==> config.mk <==
export PLATFORM = sky130hd
export DESIGN_NAME = divider_control_unit
export DESIGN_NICKNAME = d
export VERILOG_FILES = /design/src/rtl/div_ctrl_pkg.sv /design/src/rtl/div_step_counter.sv /design/src/rtl/divider_control_unit.sv
export SDC_FILE = /design/constraint.sdc
export NUM_CORES = 1
export LEC_CHECK = 0
export ABC_AREA = 1
export CORE_UTILIZATION = 47
export DETAILED_ROUTE_END_ITERATION = 12
export HOLD_SLACK_MARGIN = 0.1
export PLACE_DENSITY = 0.82
export SETUP_SLACK_MARGIN = 0.4
export SLEW_MARGIN = 20
export SYNTH_ARGS = -nofsm -noshare
export SYNTH_HDL_FRONTEND = slang
export SYNTH_SLANG_ARGS = --single-unit
==> constraint.sdc <==
create_clock -name clk -period 3.64 [get_ports clk]
set_clock_uncertainty 0.1 [all_clocks]
set_input_delay 0.364 -clock clk [delete_from_list [all_inputs] [get_ports clk]]
set_output_delay 0.364 -clock clk [all_outputs]
set_load 0.005 [all_outputs]
==> src/rtl/div_ctrl_pkg.sv <==
// div_ctrl_pkg
//   Shared types for the radix-2 SRT carry-save divider controller:
//   the sequencer state encoding, the packed datapath control word and the
//   named values of every datapath mux select.
package div_ctrl_pkg;

  typedef enum logic [2:0] {
    IDLE,
    LOAD,
    NEG,
    ITER,
    RESOLVE,
    CORRECT,
    SCALE,
    DONE
  } state_t;

  // Left carry-propagate adder input selection
  localparam logic [1:0] LADD_SUM_CARRY     = 2'b00;  // resolve remainder
  localparam logic [1:0] LADD_NOT_DIVISOR   = 2'b01;  // ~divisor + 0, completed by leftAddMode
  localparam logic [1:0] LADD_REM_PLUS_DIV  = 2'b10;  // remainder + divisor
  localparam logic [1:0] LADD_REM_MINUS_DIV = 2'b11;  // remainder - divisor

  // Right carry-propagate adder input selection
  localparam logic [1:0] RADD_QPOS_QNEG = 2'b00;      // Qpos + ~Qneg
  localparam logic [1:0] RADD_Q_CORR    = 2'b01;      // quotient + correction bit

  // Upper sum register source
  localparam logic SUMH_DIVIDEND = 1'b0;
  localparam logic SUMH_SHIFT    = 1'b1;

  // Quotient correction bit
  localparam logic QCORR_MINUS1 = 1'b0;
  localparam logic QCORR_PLUS1  = 1'b1;

  typedef struct packed {
    logic       divisor_en;
    logic       notDivisor_en;
    logic       save_reminder;
    logic       sumHMux_sel;
    logic       sum_en;
    logic       carry_en;
    logic       carry_clr;
    logic [1:0] leftAddMux_sel;
    logic [1:0] rightAddMux_sel;
    logic       QCorrectBitMux_sel;
    logic       leftAddMode;
    logic       rightAddMode;
    logic       reminder_en;
    logic       reminder_rShift;
    logic       quotient_en;
  } div_ctrl_t;

endpackage

==> src/rtl/div_step_counter.sv <==
// div_step_counter
//   SRT step counter. Cleared while clr is high, increments while en is high.
//   Ports:
//     clk, rst   clock, asynchronous active-high reset
//     clr        synchronous clear (takes priority over en)
//     en         count enable
//     lastStep   high while the count equals PARALLELISM (final SRT step)
module div_step_counter #(
  parameter int PARALLELISM = 32
) (
  input  logic clk,
  input  logic rst,
  input  logic clr,
  input  logic en,
  output logic lastStep
);

  localparam int CW = $clog2(PARALLELISM + 2);

  logic [CW-1:0] count;

  always_ff @(posedge clk or posedge rst) begin
    if (rst) begin
      count <= '0;
    end else if (clr) begin
      count <= '0;
    end else if (en) begin
      count <= count + CW'(1);
    end
  end

  assign lastStep = (count == CW'(PARALLELISM));

endmodule

==> src/rtl/divider_control_unit.sv <==
// divider_control_unit
//   Sequencer for the radix-2 SRT carry-save divider datapath:
//   LOAD -> NEG -> ITER x (PARALLELISM+1) -> RESOLVE -> [CORRECT] -> [SCALE] -> DONE.
//   Ports:
//     clk, rst        clock, asynchronous active-high reset
//     start           request, accepted only in IDLE
//     usigned_n       0 = unsigned, 1 = signed (latched on accepted start)
//     dividend_sign   dividend MSB (latched on accepted start)
//     divisor_sign    divisor MSB (latched on accepted start)
//     rem_sign        remainder MSB from the datapath
//     rem_zero        remainder == 0 from the datapath
//     busy            high in every state except IDLE
//     done            one-cycle pulse, results valid
//     ctrl            packed datapath control word (div_ctrl_t)
//   Build option DIV_CTRL_DIV0_DETECT_EN adds:
//     divisor_zero    divisor == 0 (latched on accepted start)
//     div_by_zero     flagged with done, held until the next accepted start
module divider_control_unit
  import div_ctrl_pkg::*;
#(
  parameter int PARALLELISM = 32
) (
  input  logic      clk,
  input  logic      rst,
  input  logic      start,
  input  logic      usigned_n,
  input  logic      dividend_sign,
  input  logic      divisor_sign,
  input  logic      rem_sign,
  input  logic      rem_zero,
  output logic      busy,
  output logic      done,
  output div_ctrl_t ctrl
`ifdef DIV_CTRL_DIV0_DETECT_EN
  ,
  input  logic      divisor_zero,
  output logic      div_by_zero
`endif
);

  state_t state;
  logic   usignedN;
  logic   dividendSign;
  logic   divisorSign;
  logic   corrSub;     // 1: rem - divisor with quotient +1; 0: rem + divisor with quotient -1
  logic   lastStep;
  logic   needCorr;
  state_t afterCorr;

`ifdef DIV_CTRL_DIV0_DETECT_EN
  logic   divisorZero;
`endif

  div_step_counter #(
    .PARALLELISM(PARALLELISM)
  ) stepCounter (
    .clk     (clk),
    .rst     (rst),
    .clr     (state != ITER),
    .en      (state == ITER),
    .lastStep(lastStep)
  );

  // Remainder flags are consulted only when leaving RESOLVE; a remainder whose
  // sign disagrees with the dividend (and is nonzero) needs one fix-up step.
  assign needCorr  = !rem_zero && (rem_sign != dividendSign);
  // Signed operands skip SCALE; unsigned ones were pre-scaled by 2.
  assign afterCorr = usignedN ? DONE : SCALE;

  always_ff @(posedge clk or posedge rst) begin
    if (rst) begin
      state        <= IDLE;
      usignedN     <= 1'b0;
      dividendSign <= 1'b0;
      divisorSign  <= 1'b0;
      corrSub      <= 1'b0;
`ifdef DIV_CTRL_DIV0_DETECT_EN
      divisorZero  <= 1'b0;
      div_by_zero  <= 1'b0;
`endif
    end else begin
      case (state)
        IDLE: begin
          if (start) begin
            state        <= LOAD;
            usignedN     <= usigned_n;
            dividendSign <= dividend_sign;
            divisorSign  <= divisor_sign;
`ifdef DIV_CTRL_DIV0_DETECT_EN
            divisorZero  <= divisor_zero;
            div_by_zero  <= 1'b0;
`endif
          end
        end
        LOAD: begin
`ifdef DIV_CTRL_DIV0_DETECT_EN
          if (divisorZero) begin
            state       <= DONE;
            div_by_zero <= 1'b1;
          end else begin
            state <= NEG;
          end
`else
          state <= NEG;
`endif
        end
        NEG:     state <= ITER;
        ITER:    if (lastStep) state <= RESOLVE;
        RESOLVE: begin
          if (needCorr) begin
            state   <= CORRECT;
            corrSub <= (rem_sign == divisorSign);
          end else begin
            state <= afterCorr;
          end
        end
        CORRECT: state <= afterCorr;
        SCALE:   state <= DONE;
        DONE:    state <= IDLE;
        default: state <= IDLE;
      endcase
    end
  end

  assign busy = (state != IDLE);
  assign done = (state == DONE);

  always_comb begin
    ctrl = '0;
    case (state)
      LOAD: begin
        ctrl.divisor_en  = 1'b1;
        ctrl.sum_en      = 1'b1;
        ctrl.sumHMux_sel = SUMH_DIVIDEND;
        ctrl.carry_clr   = 1'b1;
      end
      NEG: begin
        ctrl.leftAddMux_sel = LADD_NOT_DIVISOR;
        ctrl.leftAddMode    = 1'b1;
        ctrl.notDivisor_en  = 1'b1;
      end
      ITER: begin
        ctrl.sum_en        = 1'b1;
        ctrl.carry_en      = 1'b1;
        ctrl.sumHMux_sel   = SUMH_SHIFT;
        ctrl.save_reminder = lastStep;
      end
      RESOLVE: begin
        ctrl.leftAddMux_sel  = LADD_SUM_CARRY;
        ctrl.leftAddMode     = 1'b0;
        ctrl.reminder_en     = 1'b1;
        ctrl.rightAddMux_sel = RADD_QPOS_QNEG;
        ctrl.rightAddMode    = 1'b1;
        ctrl.quotient_en     = 1'b1;
      end
      CORRECT: begin
        ctrl.leftAddMux_sel     = corrSub ? LADD_REM_MINUS_DIV : LADD_REM_PLUS_DIV;
        ctrl.QCorrectBitMux_sel = corrSub ? QCORR_PLUS1 : QCORR_MINUS1;
        ctrl.reminder_en        = 1'b1;
        ctrl.rightAddMux_sel    = RADD_Q_CORR;
        ctrl.quotient_en        = 1'b1;
      end
      SCALE: begin
        ctrl.reminder_rShift = 1'b1;
        ctrl.reminder_en     = 1'b1;
      end
      default: ;
    endcase
  end

endmodule

==> metrics, run 1 <==
outcome=finished clean; port bufs=25; Mean Syn Cell Area=between 7 and 8 µm²; switching power=240 µW; Placed Area=between 1000 and 1500 µm²; initial core utilization=between 50% and 60%; Crit Path Max Fanout=9; MaxCap Viol Count=0; Core ar.=~1500 µm²; pwr dens=598 nW/µm²; row cnt=14; H-tree Lvls=1; CTS tree=built; gate count after technology mapping=~110; final instance area=around 1000 µm²; fillers=136; Post-Route WL=between 1 and 1.5 mm; crit end category=primary output; GR Util met2=roughly 31%; syn_nets=119; Mapped Area=around 790 µm²; internal power=382 µW; Final TNS setup=0 ns; placed cells=about 140; post-cts resize count=0; First DRT Iteration DRCs=13; leakage=~0.53 nW; GRT met1 Usage=between 20% and 30%; M3 GR Usage=3.83%; total CTS buffers=3; Net Sw Frac=roughly two fifths; final hold vios=0; drt pass-1 iters=4; final worst-path cycle share=~60%; Via-to-Cell Ratio=slightly below 5; area grow syn2layout=32.1%; WP data required=3.18 ns; die area=1840 µm²; clk_lat worst skew=~0.28 ns; Via Count=735; layout cell share with drive strength beyond 1=under 10%; GRT busiest layer=met2; final non-filler cell total=148; Comb pwr share=roughly half; fin crit period=roughly 2.2 ns; Clock Sink Count=13; Worst-path clk slew=~0.090 ns; count of cell types in the netlist=19; post-CTS setup buffer count=0; Die X=roughly 43 µm; Arr. time, crit path=1.78 ns; Post-Place Setup Slack=1.71 ns; clk root buf=clkbuf_4; initial antenna violation count=0; CTS Hold Bufs=0; detailed placer's ending HPWL=~1.2 mm; maximum vdd drop=0.338 mV; Synthesis Warnings=0; Seq/Total Area, Yosys=between 40% and 50%; fin nets=between 100 and 150; DRC errors left=0; clock buffer depth=2; DR WL/cell=approximately 10 µm; synthesis-stage register bit count=13; Final Setup Violations=0; RePlAce Congestion=0.890; Max Clock Freq=around 0.45 GHz; first-pass GRT wire length=2.57 mm; Clk pwr share=approximately 15%; Flop pwr share=34.9%; total gr overflow=0; slack of the critical path=1.40 ns; CP startpoint kind=register; Max Slew Vio Count=0; pin count of the biggest net entering global routing=14; Die Y=between 40 and 50 µm; HP Class=in2async; ANT nets after route=0; All-Layer GR Usage=roughly a fifth; number of global-route vias before repair=around 620; Setup Crit Path Kind=reg2out; ant diodes=0; RSZ-0062 raised after global routing=no; I/O Pins=27
==> power groups by stage <==
stage	Combinational, mW	Clock, mW	Sequential, mW
finish	0.314	0.0915	0.217
floorplan	0.212	0	0.210
detailed placement	0.317	0	0.220
CTS	0.318	0.0939	0.217
global route	0.358	0.102	0.222
global placement	0.309	0	0.216
==> placed cells by master, fill, tap and decap left out, types with 2 or more instances in the layout <==
cell and count:
a21oi_1 3, clkbuf_4 3, clkdlybuf4s50_1 25, dfrtp_1 13, ha_1 2, inv_1 18, inv_2 2, nand2_1 23
nand2_2 3, nand3_1 10, nor2_1 14, nor2_4 2, o21ai_0 6
==> per-stage QoR <==
stage / utilization, % / total power, mW / hold WS (ns)
6_report: 67.5 / 0.623 / 0.292
5_1_grt: 67.5 / 0.683 / 0.352
4_1_cts: 67.5 / 0.628 / 0.315
3_5_place_dp: 65.7 / 0.536 / 0.375
3_3_place_gp: 65.7 / 0.525 / 0.372
2_1_floorplan: - / 0.422 / 0.141
==> synth_stat cells, drive strengths merged <==
library cell  number  share of area [%]
nand2             26                 13
inv               20                9.5
nor2              17                 10
dfrtp             13                 41
nand3             10                6.3
buf                6                5.7
o21ai              6                3.8
a21oi              3                1.9
ha                 2                3.2
and2               1               0.79
conb               1               0.48
nor3               1               0.63
o22ai              1               0.79
or2                1               0.79
xor2               1                1.1
==> sequential cells by signal, indices dropped and copies added, names as in the netlist <==
register	flops
usignedN	1
stepCounter.count	6
state	3
dividendSign	1
divisorSign	1
corrSub	1
==> critical path, cell delays in order (launching register included) <==
cell             delay [ns]
dfrtp_1                0.52
nor2_4                 0.27
inv_2                  0.07
nor2_2                 0.13
clkdlybuf4s50_1        0.51
==> cell families after synthesis <==
family | Yosys count | synth area share, %
AO/OA/AOI/OAI | 10 | 6.51
AND/OR/NAND/NOR | 56 | 32.2
other | 1 | 0.476
buffers and inverters | 26 | 15.2
adder cells (fa/ha/maj) | 2 | 3.17
XOR/XNOR | 1 | 1.11
flip-flops | 13 | 41.3
==> worst paths after layout <==
path | from | slack [ns] | cells after the start | to
min in group clk | corrSub | 0.39 | 2 | corrSub
min reg2reg | corrSub | 0.39 | 2 | corrSub
max reg2reg | stepCounter.count[0] | 2.28 | 9 | state[0]
max | state[2] | 1.40 | 4 | ctrl[14]
min | rst | 0.29 | 2 | stepCounter.count[2]
max in group asynchronous | rst | 2.82 | 2 | corrSub
==> area by class of cell <==
class	instances	area, µm²	area share (%)
inverter	20	75.1	7.21
tap	16	20.0	1.92
timing repair buffer	25	250	24.0
multi-input combinational	70	343	32.9
sequential	13	325	31.2
clock inverter	1	5.00	0.481
clock buffer	3	22.5	2.16
==> metal layers <==
layer	vias up	routed length (µm)
met2	27	730
met4	0	23
met5	-	0
li1	376	-
met1	328	664
met3	4	80
Power figures use the tool's default switching activity.
==> run 2, diff against run 1 <==
- CORE_UTILIZATION: 47 -> 39
- PLACE_DENSITY: 0.82 -> 0.73
- clock period: 3.64 -> 2 ns (I/O delays scaled with it)
==> metrics, run 2 (synthesis gave the netlist of run 1 again) <==
initial antenna violation count=0 (unchanged); drt pass-1 iters=4 (unchanged); Core ar.=1800 µm² (+17%); Die X=47.0 µm (+9.3%); area grow syn2layout=52.7%; commonest cells after routing, fill and taps aside=22 x nand2_1, 19 x buf_4, 17 x inv_1; maximum vdd drop=0.633 mV (+87%); fin nets=164 (+15%); total CTS buffers=3 (unchanged); outcome=finished clean; ant diodes=0 (unchanged); port bufs=25 (unchanged); Clk pwr share=12.1% (-2.6 points); Setup Crit Path Kind=reg2out; pin count of the biggest net entering global routing=14 (unchanged); Final TNS setup=0 ns (unchanged); placed cells=154 (+6.9%); Flop pwr share=29.5% (-5.4 points); Worst-path clk slew=0.08 ns (about the same); CTS tree=built; Net Sw Frac=38.5% (-0.084 points); crit end category=primary output; All-Layer GR Usage=18.4% (-0.32 points); HP Class=in2async; hold_ws=0.145 ns (-0.148 ns); Max Slew Vio Count=0 (unchanged); initial core utilization=43.7% (-7.4 points); clock buffer depth=2 (unchanged); internal power=817 µW (+110%); leakage=0.680 nW (+28%); Die Y=47.0 µm (+9.3%); clk root buf=clkbuf_4; Arr. time, crit path=1.49 ns (-0.29 ns); CTS Hold Bufs=0 (unchanged); total power=1.33 mW (+110%); slack of the critical path=0.206 ns (-1.19 ns); first-pass GRT wire length=2.82 mm (+9.4%); fin crit period=1.79 ns; Clock Sink Count=13 (unchanged); number of global-route vias before repair=692 (+12%); clk_lat worst skew=0.27 ns (about the same); final worst-path cycle share=between 80% and 90%; final non-filler cell total=178 (+20%); H-tree Lvls=1 (unchanged); switching power=512 µW (+110%); RSZ-0062 raised after global routing=yes; Crit Path Max Fanout=6 (-3); DRC errors left=0 (unchanged); DR WL/cell=10.3 µm (+1.4%); Post-Place Setup Slack=0.267 ns (-1.44 ns); Via Count=791 (+7.6%); WP data required=1.70 ns (-1.48 ns); Comb pwr share=58.3% (+7.8 points); Max Clock Freq=0.557 GHz; pwr dens=1100 nW/µm² (+85%); max FFs per register=6 (unchanged); I/O Pins=27 (unchanged); row cnt=15 (+1); total gr overflow=0 (unchanged); MaxCap Viol Count=0 (unchanged); Via-to-Cell Ratio=4.44 (-11%); Worst-Margin Slew=approximately 0.5 ns; die area=2200 µm² (+20%); CP startpoint kind=register; RePlAce Congestion=0.763 (-14%); commonest non-fill, non-tap cell in the layout=nand2_1; Post-Route WL=1.83 mm (+22%); layout cell share with drive strength beyond 1=32.0% (+23 points); largest reg by FF count=stepCounter.count; slew margin rel.=66.4%; final hold vios=0 (unchanged); ANT nets after route=0 (unchanged); First DRT Iteration DRCs=8 (-5); Final Setup Violations=0 (unchanged); detailed placer's ending HPWL=1.20 mm (-0.35%); Largest regs=stepCounter.count: 6 flops, state: 3 flops
-- run 2: final timing paths --
check                             startpoint              endpoint  slack [ns]  depth (start not counted)
worst max-delay path                state[2]               ctrl[1]        0.21                          3
worst min-delay path                     rst  stepCounter.count[0]        0.14                          2
worst max register to register      state[2]              state[0]        0.50                          9
worst min register to register      usignedN              usignedN        0.39                          2
max in group asynchronous                rst              state[1]        1.29                          2
min in group clk                divisor_sign           divisorSign        0.38                          3
-- run 2: layout make-up --
class                      count  area (µm²)
fill                         166         598
multi-input combinational     70         372
timing repair buffer          46         372
sequential                    13         328
inverter                      20        75.1
tap                           25        31.3
clock buffer                   4        26.3
-- run 2: power groups by stage --
stage / clock (mW) / sequential, mW / combinational, mW
4_1_cts: 0.166 / 0.385 / 0.723
6_report: 0.161 / 0.392 / 0.775
3_5_place_dp: 0 / 0.396 / 0.595
5_1_grt: 0.188 / 0.399 / 0.852
2_1_floorplan: 0 / 0.381 / 0.387
3_3_place_gp: 0 / 0.393 / 0.589
-- run 2: what timing repair did --
| action | in CTS | in global routing |
|---|---|---|
| buffers inserted | 16 | 4 |
| pin swaps | 4 | 5 |
| setup endpoints to repair | 18 | 17 |
| cloned | 0 | 0 |
| gates resized for setup | 25 | 22 |
| hold endpoints to repair | 0 | 0 |
-- run 2: metal layers --
metal | GRT usage, % | vias to the layer above | routed length (µm)
li1 | - | 416 | -
met1 | 22.4 | 355 | 862
met2 | 31.4 | 18 | 900
met3 | 5.77 | 2 | 55
met4 | 5.14 | 0 | 10
met5 | 0 | - | 0
-- run 2: critical path, stage by stage, from the launching register on --
cell,delay [ns]
dfrtp_2,0.46
inv_1,0.13
nor2_1,0.13
clkdlybuf4s50_1,0.51
-- run 2: per-stage QoR --
step,util [%],instance area (µm²)
floorplan,-,788
global placement,57.3,1030
detailed placement,57.3,1030
CTS,65.6,1180
global route,66.8,1200
finish,66.8,1200
